File: src/rtl/instr_buffer_ctrl.sv
// -----------------------------------------------------------------------------
// instr_buffer_ctrl
// Circular instruction buffer between fetch/decode and dispatch. Up to four
// bundles are written per cycle at the tail and up to two are presented and
// popped per cycle at the head. A registered free-slot grant (num_fetch_o)
// throttles fetch, and a taken jump (flush_i) discards every buffered entry.
//
// Ports
//   clk_i         clock, all state updates on the rising edge
//   rst_n_i       synchronous active-low reset
//   flush_i       taken jump, empties the buffer
//   if_valid_i    fetch bundle valid this cycle
//   enq_count_i   number of valid bundle slots (0..4, slot 0 oldest)
//   enq_data_i    bundle payloads, slots 0..3
//   num_fetch_o   registered grant to fetch, min(free, 4)
//   deq_ready_i   entries consumed by dispatch this cycle (0..2)
//   deq_valid_o   bit i set when the entry at head+i is presented
//   deq_data_o    payloads at head+0 and head+1
//   count_o       current occupancy
//   empty_o       occupancy is zero
//   full_o        occupancy equals DEPTH
//   ovf_err_o     sticky, fetch wrote more slots than it was granted
// -----------------------------------------------------------------------------
module instr_buffer_ctrl #(
   parameter int DEPTH   = 8,
   parameter int ENTRY_W = 32
) (
   input  logic                     clk_i,
   input  logic                     rst_n_i,
   input  logic                     flush_i,
   input  logic                     if_valid_i,
   input  logic [2:0]               enq_count_i,
   input  logic [ENTRY_W-1:0]       enq_data_i [0:3],
   output logic [2:0]               num_fetch_o,
   input  logic [1:0]               deq_ready_i,
   output logic [1:0]               deq_valid_o,
   output logic [ENTRY_W-1:0]       deq_data_o [0:1],
   output logic [$clog2(DEPTH):0]   count_o,
   output logic                     empty_o,
   output logic                     full_o,
   output logic                     ovf_err_o
);

   localparam int AW = $clog2(DEPTH);
   localparam int CW = AW + 1;

   logic [ENTRY_W-1:0] mem_q [0:DEPTH-1];
   logic [AW-1:0]      head_q, head_d;
   logic [AW-1:0]      tail_q, tail_d;
   logic [CW-1:0]      count_q, count_d;
   logic [2:0]         num_fetch_q, num_fetch_d;
   logic               empty_q, empty_d;
   logic               full_q, full_d;
   logic               ovf_q, ovf_d;

   logic [2:0]         enq_req_s;
   logic [2:0]         enq_acc_s;
   logic               ovf_set_s;
   logic [1:0]         deq_req_s;
   logic [1:0]         n_valid_s;
   logic [1:0]         deq_acc_s;
   logic [CW-1:0]      free_s;

   // Next-state computation for pointers, occupancy, grant and error flag.
   always_comb begin
      // Out-of-range requests are clamped to the architectural maximum.
      enq_req_s = (enq_count_i > 3'd4) ? 3'd4 : enq_count_i;
      deq_req_s = (deq_ready_i == 2'd3) ? 2'd2 : deq_ready_i;

      enq_acc_s = 3'd0;
      ovf_set_s = 1'b0;
      if (if_valid_i && !flush_i) begin
         enq_acc_s = (enq_req_s > num_fetch_q) ? num_fetch_q : enq_req_s;
         ovf_set_s = (enq_req_s > num_fetch_q);
      end else begin
         enq_acc_s = 3'd0;
         ovf_set_s = 1'b0;
      end

      // Number of entries presented to dispatch this cycle.
      if (flush_i) begin
         n_valid_s = 2'd0;
      end else if (count_q >= CW'(2)) begin
         n_valid_s = 2'd2;
      end else begin
         n_valid_s = count_q[1:0];
      end

      deq_acc_s = (deq_req_s < n_valid_s) ? deq_req_s : n_valid_s;

      if (flush_i) begin
         head_d  = '0;
         tail_d  = '0;
         count_d = '0;
      end else begin
         head_d  = head_q + AW'(deq_acc_s);
         tail_d  = tail_q + AW'(enq_acc_s);
         count_d = count_q + CW'(enq_acc_s) - CW'(deq_acc_s);
      end

      free_s      = CW'(DEPTH) - count_d;
      num_fetch_d = (free_s > CW'(4)) ? 3'd4 : free_s[2:0];
      empty_d     = (count_d == '0);
      full_d      = (count_d == CW'(DEPTH));
      ovf_d       = ovf_q | ovf_set_s;
   end

   // Control state register with synchronous reset (reset beats flush).
   always_ff @(posedge clk_i) begin
      if (!rst_n_i) begin
         head_q      <= '0;
         tail_q      <= '0;
         count_q     <= '0;
         num_fetch_q <= 3'd4;
         empty_q     <= 1'b1;
         full_q      <= 1'b0;
         ovf_q       <= 1'b0;
      end else begin
         head_q      <= head_d;
         tail_q      <= tail_d;
         count_q     <= count_d;
         num_fetch_q <= num_fetch_d;
         empty_q     <= empty_d;
         full_q      <= full_d;
         ovf_q       <= ovf_d;
      end
   end

   // Payload storage; contents are don't-care after reset or flush, so no reset.
   always_ff @(posedge clk_i) begin
      for (int k = 0; k < 4; k++) begin
         if (3'(k) < enq_acc_s) begin
            mem_q[tail_q + AW'(k)] <= enq_data_i[k];
         end
      end
   end

   // Presentation is combinational so a flush masks it in the same cycle.
   assign deq_valid_o   = {(n_valid_s == 2'd2), (n_valid_s != 2'd0)};
   assign deq_data_o[0] = mem_q[head_q];
   assign deq_data_o[1] = mem_q[head_q + AW'(1)];

   assign num_fetch_o = num_fetch_q;
   assign count_o     = count_q;
   assign empty_o     = empty_q;
   assign full_o      = full_q;
   assign ovf_err_o   = ovf_q;

endmodule
File: config.mk
export PLATFORM = sky130hd
export DESIGN_NAME = instr_buffer_ctrl
export DESIGN_NICKNAME = d
export VERILOG_FILES = /design/src/rtl/instr_buffer_ctrl.sv
export SDC_FILE = /design/constraint.sdc
export NUM_CORES = 1
export LEC_CHECK = 0
export BUFFER_PORTS_ARGS = -buffer_cell sky130_fd_sc_hd__buf_2
export CORE_MARGIN = 5
export CORE_UTILIZATION = 62
export CTS_BUF_LIST = sky130_fd_sc_hd__clkbuf_4
export CTS_CLUSTER_SIZE = 10
export DETAILED_ROUTE_END_ITERATION = 6
export PLACE_DENSITY = 0.84
export SLEW_MARGIN = 20
export SYNTH_ARGS = -nofsm -noshare
export SYNTH_HDL_FRONTEND = slang
export SYNTH_SLANG_ARGS = --single-unit
File: constraint.sdc
create_clock -name clk_i -period 5 [get_ports clk_i]
set_clock_uncertainty 0.05 [all_clocks]
set_input_delay 1 -clock clk_i [delete_from_list [all_inputs] [get_ports clk_i]]
set_output_delay 1 -clock clk_i [all_outputs]
set_load 0.01 [all_outputs]
==> out/metrics.csv <==
metric,value,unit
synth.area.top_cells,"edfxtp_1 (39%), mux4_2 (15%), mux2i_1 (13%)",
pwr_density_cell,325,nW/um2
via_per_inst,7.78,
place_ws,0.222,ns
period_minus_slack,4.16,ns
syn2layout_area_growth,9.57,%
route.detailed.drc,2,
setup_violations,0,
io_pins,213,
grt_setup_unrepaired,false,
root_buffer,clkbuf_4,
synth_edf_count,256,
dr.pass1.iters,7,
critPathLaunchType,input pin,
drive_above_1_share,0.332,
tightest_slew,0.946,ns
crit_path_end_kind,register,
grt_max_degree,130,
die_width,187,um
antenna_left,0,
avgRoutedWirePerCell,31.1,um
syn_inst,1693,
insertion_delay,0.69,ns
relSlewSlack,0.369,
row_count,65,
synth_top_area_share,0.394,
dpl.hpwl,40200,um
fin_tns_setup,0,ns
cp.required,5.56,ns
synth_nets,1851,
antenna_found_initial,20,
drt_iter0_markers,3340,
core,31300,um2
async_flop_share,0,
power,6950,uW
grt_pass1_vias,17700,
nNetsFinal,1924,
grt_pass1_wl,103000,um
die_y,187,um
tritoncts,done,
maxSlewViolCount,0,
crit_top_cell,ha_1,
finish.instance_area,21400,um2
wirelength,69300,um
grt_overflow,0,
synth_cell_type_count,42,
outcome,finished with violations,
io_buffers,212,
post_cts_buffers,0,
drv_cap,0,
cts_max_level,3,
dpl_cell_area,20500,um2
netlist_area,19500,um2
ys_ff_latch,272,
whs,0.471,ns
ir_worst_vdd,0.000327,V
start_util,0.623,
clock_path_buffers,3,
ys_seq_area_frac,0.410,
cts_hold_buffers,0,
synth_area_per_cell,11.5,um2
cp_slowest_cell,fa_1,
dieArea,35100,um2
path_max_fanout,7,
path_class,input pin to register,
hold_class,register to register,
crit_chain,buf_2 -> nor2b_1 -> ha_1 -> and3_1 -> a21oi_1 -> mux2_2 -> nand2b_1 -> ha_1 -> inv_1 -> ha_1 -> fa_1 -> xnor2_1 -> nor2_1 -> a211oi_1 -> xnor2_1 -> o2111a_1,
vias,17300,
setup_ws,0.839,ns
cts_buffers,74,
finalCritPeriodShare,0.832,
worst-endpoint-arrival,4.72,ns
violations,design-rule violations,
ys.flop_type,edfxtp_1,
netlist_top_cells_count,"a21oi_1 (263), mux2i_1 (257), edfxtp_1 (256), o22ai_1 (256), clkbuf_1 (133)",
postCtsResizedCells,0,
yosysMostFrequentCell,a21oi_1,
crit_path_max_incr_delay,0.43,ns
grt.total_usage,0.381,
place_congestion,0.963,
p_leak,0.00682,uW
path_clk_slew,0.05,ns
final_hold_viol_count,0,
yosysTopAreaCell,edfxtp_1,
yosys_warnings,0,
clkSinkCount,272,
fmax,240,MHz
-- cell usage in the layout, fill, tap and decap left out, types with 3 or more instances in the layout --
cell      count
mux4_2      128
inv_1        24
nor2b_1       6
nand3b_1      4
clkbuf_4    104
clkinv_2      3
mux2i_1     257
and2_1       14
nand2b_1      6
diode_2      11
or3_1         4
nand2_1      11
dfxtp_1      13
ha_1         16
a31oi_1       4
nor2_1       18
buf_2       212
fa_1          4
nor3_1        4
o22ai_1     256
a21oi_1     263
buf_4        59
o21ai_0       3
inv_2         3
clkinv_1     12
o211ai_1      6
and3_2        4
edfxtp_1    256
nor3_4        4
buf_12        5
mux2_2       65
xor2_1        4
nand4_1       5
nand3_1       5
xnor2_1       8
-- power by group --
part	internal [uW]	switching [uW]	total, uW	leakage, uW
Combinational	902	1250	2150	0.00384
Clock	955	985	1940	0.000522
Sequential	2750	99.8	2850	0.00247
Total	4610	2340	6950	0.00682
-- layout make-up --
type | count | area (um2)
antenna | 11 | 27.5
clock buffer | 104 | 781
clock inverter | 20 | 86.3
fill | 2182 | 9930
inverter | 24 | 90.1
multi-input combinational | 1118 | 10300
sequential | 272 | 8020
tap | 402 | 503
timing repair buffer | 276 | 1600
-- logic make-up (layout without fill, tap and decap cells) --
| kind of cell | after synthesis | after routing | share of synthesized area |
|---|---|---|---|
| buf+inv | 303 | 424 | 0.0648 |
| compound gates | 544 | 544 | 0.160 |
| mux | 450 | 450 | 0.317 |
| fa+ha+maj | 21 | 21 | 0.0150 |
| xor+xnor | 13 | 13 | 0.00584 |
| other cells | 0 | 11 | 0 |
| simple gates | 90 | 90 | 0.0269 |
| flops | 272 | 272 | 0.410 |
-- critical path: cells and delay by family --
| family | cells | cell delay [ns] |
|---|---|---|
| compound gates | 3 | 0.77 |
| mux | 1 | 0.39 |
| simple gates | 4 | 0.67 |
| fa+ha+maj | 4 | 1.23 |
| xor+xnor | 2 | 0.47 |
| buf+inv | 2 | 0.17 |
-- metal layers --
| metal | routed length [um] | GRT usage |
|---|---|---|
| met3 | 13100 | 0.137 |
| met1 | 21000 | 0.473 |
| met5 | 126 | 0 |
| met4 | 5270 | 0.259 |
| met2 | 29800 | 0.560 |
-- worst paths after layout --
| path | slack, ns | startpoint | cells after the start | to |
|---|---|---|---|---|
| setup / recovery | 0.84 | enq_count_i[2] | 16 | num_fetch_o[1]$_SDFF_PP0_ |
| hold / removal | 0.47 | ovf_err_o$_SDFF_PN0_ | 2 | ovf_err_o$_SDFF_PN0_ |
| setup reg to reg | 0.94 | num_fetch_o[2]$_SDFF_PP1_ | 15 | num_fetch_o[1]$_SDFF_PP0_ |
| hold reg to reg | 0.47 | ovf_err_o$_SDFF_PN0_ | 2 | ovf_err_o$_SDFF_PN0_ |
-- sequential cells by signal, indices dropped and copies added, names as in the netlist --
register,count
full_o,1
num_fetch_o,3
empty_o,1
tail_q,3
head_q,3
ovf_err_o,1
count_o,4
mem_q,256
-- per-stage QoR --
step / util / instances
2_1_floorplan: - / 1693
3_3_place_gp: 0.654 / 2092
3_5_place_dp: 0.654 / 2092
4_1_cts: 0.682 / 2216
5_1_grt: 0.683 / 2226
6_report: 0.683 / 2227
Note: power is estimated with default switching activity, not from simulation.
